<file path="src/rtl/req_drain_8b.sv">
// Purpose: collect request events into an 8-bit pending set and drain them one per grant, bit 7 highest priority.
// Latency: set sampled at edge k -> pend_o after edge k -> out_valid_o after edge k+1 when idle; 1 grant/cycle sustained.
// Backpressure: a grant is held stable while out_ready_i=0; pending bits accumulate meanwhile (one level per bit).
// Optional feature: define REQ_DRAIN_8B_DROP_CNT_EN to add drop_cnt_o, a saturating count of requests merged into already-pending bits.
module req_drain_8b #(
    parameter logic [7:0] MASK_RST = 8'hFF
) (
    input  logic       clk_i,
    input  logic       rst_n_i,
    input  logic       set_valid_i,
    input  logic [2:0] set_idx_i,
    input  logic [7:0] set_vec_i,
    input  logic       mask_we_i,
    input  logic [7:0] mask_i,
    output logic       out_valid_o,
    input  logic       out_ready_i,
    output logic [7:0] out_onehot_o,
    output logic [2:0] out_idx_o,
    output logic [7:0] pend_o
`ifdef REQ_DRAIN_8B_DROP_CNT_EN
    ,
    output logic [7:0] drop_cnt_o
`endif
);

    typedef enum logic {
        IDLE = 1'b0,
        HOLD = 1'b1
    } state_e;

    state_e     state_q, state_d;
    logic [7:0] pend_q, pend_d;
    logic [7:0] mask_q, mask_d;
    logic [7:0] onehot_q, onehot_d;
    logic [2:0] idx_q, idx_d;

    logic [7:0] set_bits;
    logic [7:0] clr_bits;
    logic [7:0] elig;
    logic [7:0] pick_oh;
    logic [2:0] pick_idx;

    // Incoming requests: decoded single index merged with the bulk vector.
    always_comb begin
        set_bits = set_vec_i;
        if (set_valid_i) begin
            set_bits = set_bits | (8'd1 << set_idx_i);
        end
    end

    // Priority pick over registered pend/mask only; ascending scan so the highest set bit wins.
    always_comb begin
        elig     = pend_q & mask_q;
        pick_idx = 3'd0;
        for (int i = 0; i < 8; i++) begin
            if (elig[i]) begin
                pick_idx = i[2:0];
            end
        end
        pick_oh = (elig != 8'd0) ? (8'd1 << pick_idx) : 8'd0;
    end

    // Grant FSM: the picked bit is cleared from pend at load time, not at handshake.
    always_comb begin
        state_d  = state_q;
        onehot_d = onehot_q;
        idx_d    = idx_q;
        clr_bits = 8'd0;
        case (state_q)
            IDLE: begin
                if (elig != 8'd0) begin
                    onehot_d = pick_oh;
                    idx_d    = pick_idx;
                    clr_bits = pick_oh;
                    state_d  = HOLD;
                end else begin
                    onehot_d = 8'd0;
                    idx_d    = 3'd0;
                end
            end
            HOLD: begin
                if (out_ready_i) begin
                    if (elig != 8'd0) begin
                        onehot_d = pick_oh;
                        idx_d    = pick_idx;
                        clr_bits = pick_oh;
                    end else begin
                        onehot_d = 8'd0;
                        idx_d    = 3'd0;
                        state_d  = IDLE;
                    end
                end
            end
            default: begin
                onehot_d = 8'd0;
                idx_d    = 3'd0;
                state_d  = IDLE;
            end
        endcase
    end

    // Pending/mask next state: a same-cycle set beats the clear of the granted bit.
    always_comb begin
        pend_d = (pend_q & ~clr_bits) | set_bits;
        mask_d = mask_we_i ? mask_i : mask_q;
    end

    // State registers.
    always_ff @(posedge clk_i or negedge rst_n_i) begin
        if (!rst_n_i) begin
            state_q  <= IDLE;
            pend_q   <= 8'd0;
            mask_q   <= MASK_RST;
            onehot_q <= 8'd0;
            idx_q    <= 3'd0;
        end else begin
            state_q  <= state_d;
            pend_q   <= pend_d;
            mask_q   <= mask_d;
            onehot_q <= onehot_d;
            idx_q    <= idx_d;
        end
    end

    assign out_valid_o  = (state_q == HOLD);
    assign out_onehot_o = onehot_q;
    assign out_idx_o    = idx_q;
    assign pend_o       = pend_q;

`ifdef REQ_DRAIN_8B_DROP_CNT_EN
    logic [7:0] drop_cnt_q, drop_cnt_d;
    logic       drop_hit;

    // A request landing on a bit that stays pending is merged; count it, saturating at 0xFF.
    always_comb begin
        drop_hit   = ((set_bits & pend_q & ~clr_bits) != 8'd0);
        drop_cnt_d = drop_cnt_q;
        if (drop_hit && (drop_cnt_q != 8'hFF)) begin
            drop_cnt_d = drop_cnt_q + 8'd1;
        end
    end

    // Drop counter register, cleared only by reset.
    always_ff @(posedge clk_i or negedge rst_n_i) begin
        if (!rst_n_i) begin
            drop_cnt_q <= 8'd0;
        end else begin
            drop_cnt_q <= drop_cnt_d;
        end
    end

    assign drop_cnt_o = drop_cnt_q;
`else
    // Without the counter, merged requests are simply absorbed into pend.
`endif

endmodule

</file>
<file path="config.mk">
export PLATFORM = sky130hd
export DESIGN_NAME = req_drain_8b
export DESIGN_NICKNAME = d
export VERILOG_FILES = /design/src/rtl/req_drain_8b.sv
export SDC_FILE = /design/constraint.sdc
export NUM_CORES = 1
export LEC_CHECK = 0
export BUFFER_PORTS_ARGS = -buffer_cell sky130_fd_sc_hd__buf_2
export CORE_MARGIN = 1
export CORE_UTILIZATION = 32
export CTS_BUF_LIST = sky130_fd_sc_hd__clkbuf_4
export DETAILED_ROUTE_END_ITERATION = 6
export GPL_TIMING_DRIVEN = 0
export PLACE_DENSITY = 0.64
export SKIP_CTS_REPAIR_TIMING = 1
export SYNTH_ARGS = -nofsm -noshare
export SYNTH_HDL_FRONTEND = slang
export SYNTH_SLANG_ARGS = --single-unit
export TNS_END_PERCENT = 100
</file>
<file path="constraint.sdc">
create_clock -name clk_i -period 3.2 [get_ports clk_i]
set_input_delay 0.64 -clock clk_i [delete_from_list [all_inputs] [get_ports clk_i]]
set_output_delay 0.64 -clock clk_i [all_outputs]
set_load 0.03 [all_outputs]
</file>
Word level (Yosys, flattened, before mapping)
Index checks and enable logic that the tools add are counted.

cells by class
  reduce and logical (&&, ||, !) cells = 1
  muxes and demuxes = 19
  shift-type cells = 2
  equality and inequality tests = 1
  bitwise operators = 6

operator list
  cell                   count
  $mux W8                4
  $pmux W8 S2            2
  $mux W3                7
  $and A8 B8 Y8          2
  $or A8 B8 Y8           2
  $shl A1 B3 Y8 const A  2
  $not A8 Y8             1
  $reduce_bool A8 Y1     1
  $pmux W3 S2            1
  $mux W1                3
  $mux W2                1
  $ne A2 B2 Y1 const B   1
  $pmux W1 S2            1
  $not A1 Y1             1

storage, ports and cells
  logic and storage cells = 34
  register bits after elaboration = 28
  input port bits = 24

Longest topological paths before layout
  word-level depth = 15
  gate-level depth with buffers = 5
  gate-level depth less buffers = 4

Worst setup path before layout
No wires, ideal clock.

  kind = input-to-reg
  start point = input out_ready_i
  end point = register onehot_q[0], in the netlist out_onehot_o[0]
  slack = 1.575 ns
  library setup time = 0.074 ns
  data required time = 3.126 ns
  arrival = 1.551 ns
  cell stages on the path = 5
  cell sequence = nand2b_1 > buf_2 > nand4b_4 > or3_4 > o21ai_2

on the way
  longest elaborated chain between the ends = 1

ends and longest elaborated chain
  element                 RTL line  RTL
  from (decl)             16        input logic out_ready_i,
  $ne A2 B2 Y1 (no line)  n/a
  to (signal assigned)    120       onehot_q <= onehot_d;
  to (decl)               34        logic [7:0] onehot_q, onehot_d;

No other way between the ends.
A chain may end at the register's enable or synchronous reset.

Worst setup path after layout
  start point = register mask_q[6]
  end point = register pend_q[4], in the netlist pend_o[4]

on the way
  longest elaborated chain between the ends = 10

ends and longest elaborated chain
  element                 RTL line  RTL
  from (decl)             33        logic [7:0] mask_q, mask_d;
  from (signal assigned)  119       mask_q <= mask_d;
  $and A8 B8 Y8 (*)       53        elig = pend_q & mask_q;
  $mux W3 (2 in series)   56        if (elig[i]) begin
  $shl A1 B3 Y8           60        pick_oh = (elig != 8'd0) ? (8'd1 << pick_idx) : 8'd0;
  $mux W8 (*)             71, 83
  $mux W8                 82        if (out_ready_i) begin
  $pmux W8 S2 (*)         69        case (state_q)
  $not A8 Y8 (*)          104       pend_d = (pend_q & ~clr_bits) | set_bits;
  $and A8 B8 Y8 (*)       104
  $or A8 B8 Y8 (*)        104
  via pend_d[4]           32        logic [7:0] pend_q, pend_d;
  to (signal assigned)    118       pend_q <= pend_d;
  to (decl)               32

The timed path passes the listed nets; every way through them passes the cells marked *.

==> results by group <==
Outcome
  – Status: complete, no violations

Layout
  – Diode count: 0
  – Finished Core Util: 42.21%
  – Fraction of layout cells with a size suffix above 1: 44.23%
  – Total Nets Final: 181
  – Area grow syn2layout: 23.10%

Yosys
  – Net Count, Synth: 134
  – XOR/XNOR Fraction of Synth Area: 0%
  – Compound-gate portion of the synthesized area: 21.64%
  – Synth async-reset ratio: 100.0%
  – Post-Synth Simple-Gate Area: 14.13%
  – Netlist Area Pre-Place: 1284 sq um
  – Synth top area share: 38.99%
  – Post-synth top flop: dfrtp_1
  – Largest family of logic cells by synthesized area: compound AO/OA/AOI/OAI gates
  – Yosys reg bits: 28
  – Ranking of synthesized cells by area: dfrtp_1, dfstp_2, mux2_2, nand2_1, o21ai_0
  – Adder-Cell Fraction of Synth Area: 0%
  – Synth Area per Inst: 11.67 sq um
  – Synth warn: 0
  – Post-synthesis mux area share: 7.018%
  – Post-synth EDFFs: 0
  – Register area share after synthesis: 55.36%
  – Leading area contributor after synthesis: dfrtp_1
  – Netlist cell types: 34
  – Post-Syn Instances: 110

Setup path
  – CP Capture Type: register
  – Critical Path RT: 3.41 ns
  – Worst path max stage delay: 0.60 ns
  – Crit path buffers/inverters: 0
  – Startpoint Class: register
  – Worst r2r src: mask_q[6]$_DFFE_PN1P_
  – Critical Path Source: mask_q[6]$_DFFE_PN1P_
  – Critical path type: reg -> reg
  – Worst-path fanout max: 8
  – WP data arrival: 1.97 ns
  – CP Cell Sequence: nand2_4 -> a32o_1 -> a311oi_1 -> o21ai_0
  – CP delay by family, top: compound AO/OA/AOI/OAI gates
  – Slowest-stage cell, CP: dfstp_2

Detailed routing
  – DRT Pass-1 Iters: 4
  – DRT antenna net count: 0
  – DRC Markers: 0
  – Starting DRT DRC Count: 22
  – Final WL: 2.887 mm
  – Wirelength per Cell: 14.15 microns
  – Via-to-Cell Ratio: 5.064
  – Vias: 1,033

STA
  – Final setup vio count: 0
  – Measured slew at the worst slew-check pin: 0.6129 ns
  – Fin. Hold Viols: 0
  – Final TNS setup: 0 ns
  – RSZ-0062 raised after global routing: no
  – Fin. max-slew vios: 0
  – Worst clock skew: 0.008098 ns
  – Max-slew headroom: 59.14%
  – Final min period: 1.761 ns
  – Final worst-path cycle share: 55.02%
  – Achievable Freq: 568.0 MHz

Floorplan
  – Total core area: 3744 sq um
  – Die width: 65.34 microns
  – Rows: 22
  – IO Count: 44
  – Die area: 4269 sq um
  – Die height: 65.34 microns
  – Initial core utilization: 34.29%

Place
  – Port Buffers: 42
  – Routability-driven placement congestion ratio: 0.9228
  – Dpl hpwl: 2.321 mm

Power and ir drop
  – Pleak: 0.7142 nW
  – Pwr dens: 465.8 nW/um^2
  – Worst vdd rail ir drop: 0.1484 mV

Clocking
  – Clock sink count: 28
  – Total CTS buffers: 3
  – Clock Path Buffers: 2
  – Worst-Skew Late Latency: 0.32 ns
  – Clk root buf: clkbuf_4
  – CTS tree: built
  – Reg clk slew, reported paths: 0.15 ns
  – H-tree depth: 1

Global routing
  – Pin count of the biggest net entering global routing: 29
  – Vias in the first global route: 1,031
  – First-pass GRT wire length: 4.912 mm
  – Initial antenna violation count: 0
  – Gr ovfl total: 0
  – Total GRT Usage: 15.11%

Run
  – Max-Cap Viols: 0

Hold path
  – Hold Path Class: in -> async
worst paths after layout:
| kind | end | slack, ns | depth (start not counted) |
|---|---|---|---|
| worst min register to register | out_onehot_o[4]$_DFFE_PN0P_ | 0.49 | 1 |
| worst max register to register | pend_o[4]$_DFF_PN0_ | 1.44 | 4 |
| max in group asynchronous | pend_o[2]$_DFF_PN0_ | 2.49 | 1 |
| worst min-delay path | out_onehot_o[4]$_DFFE_PN0P_ | 0.30 | 1 |
| worst max-delay path | pend_o[4]$_DFF_PN0_ | 1.44 | 4 |
| min in group clk_i | out_onehot_o[4]$_DFFE_PN0P_ | 0.49 | 1 |
final cells by class:
class,instances,area [sq um]
Clock buffer,3,22.52
Buffer,3,12.51
Timing Repair Buffer,42,210.2
Multi-Input combinational cell,76,549.3
Tap cell,48,60.06
Sequential cell,28,710.7
Inverter,3,11.26
Fill cell,397,2163
Clock inverter,1,3.754
registers in the layout, indices dropped and copies added, names as in the netlist:
register,flops
pend_o,8
out_valid_o,1
out_idx_o,3
mask_q,8
out_onehot_o,8
routing by layer:
metal	GRT usage [%]	wire length (microns)	share of wire (%)	up-vias
met5	0	0	0	-
met4	7.609	51	1.8	0
met3	1.389	110	3.8	4
met2	23.84	1394	48	25
met1	20.59	1331	46	500
li1	-	-	-	504
stage by stage:
step | power (W) | hold slack (ns) | setup slack, ns | instance area, sq um | instances
floorplan | 0.0005354 | 0.3444 | 1.575 | 1284 | 110
finish | 0.0007362 | 0.3045 | 1.439 | 1580 | 204
detailed placement | 0.0005992 | 0.4605 | 1.281 | 1554 | 200
global placement | 0.0005944 | 0.4565 | 1.291 | 1554 | 200
global route | 0.0007816 | 0.3319 | 1.320 | 1580 | 204
CTS | 0.0007476 | 0.3139 | 1.455 | 1580 | 204
cell usage after synthesis (2+ instances only):
cell / n
a32o_1: 2
a221o_1: 2
dfrtp_1: 20
and2_1: 2
a21oi_1: 5
nand2_1: 12
nor4_1: 2
o211ai_1: 2
clkbuf_1: 2
o21ai_0: 6
a22o_1: 3
inv_1: 3
nor2_1: 6
mux2_2: 8
o21a_1: 2
o21ai_2: 2
a21o_1: 4
nor2b_1: 4
dfstp_2: 8
logic make-up after synthesis:
| family | after synthesis |
|---|---|
| AOI/OAI and AO/OA | 36 |
| buffers and inverters | 6 |
| DFF | 28 |
| muxes | 8 |
| and+or+nand+nor | 32 |
placed cells by master (no fill, tap or decap):
master      n
a221o_1     2
o21ai_0     6
buf_2      43
a22oi_1     1
a31oi_4     1
dfrtp_1    20
clkinv_1    1
o21ai_2     2
a31o_2      1
and2_1      2
o2111ai_1   1
or3_4       1
a311o_1     1
a21boi_0    1
clkbuf_1    2
clkbuf_4    3
nand2_1    12
nand2_4     1
a31oi_1     1
nor4_1      2
a311oi_1    1
nand4_1     1
a22o_1      3
a32o_1      2
dfstp_2     8
o211ai_1    2
nand4b_4    1
nand2b_1    1
a21oi_1     5
a21o_1      4
inv_1       3
o21a_1      2
nand3_1     1
nor2_1      6
nor2b_1     4
mux2_2      8
power breakdown:
group	switching, W	total, W	internal, W	leakage (nW)
Combinational	0.000114	0.000179	0.0000652	0.395
Clock	0.0000997	0.000145	0.0000456	0.0154
Sequential	0.0000209	0.000411	0.000390	0.304
Total	0.000235	0.000736	0.000501	0.714
Note: power is estimated with default switching activity, not from simulation.
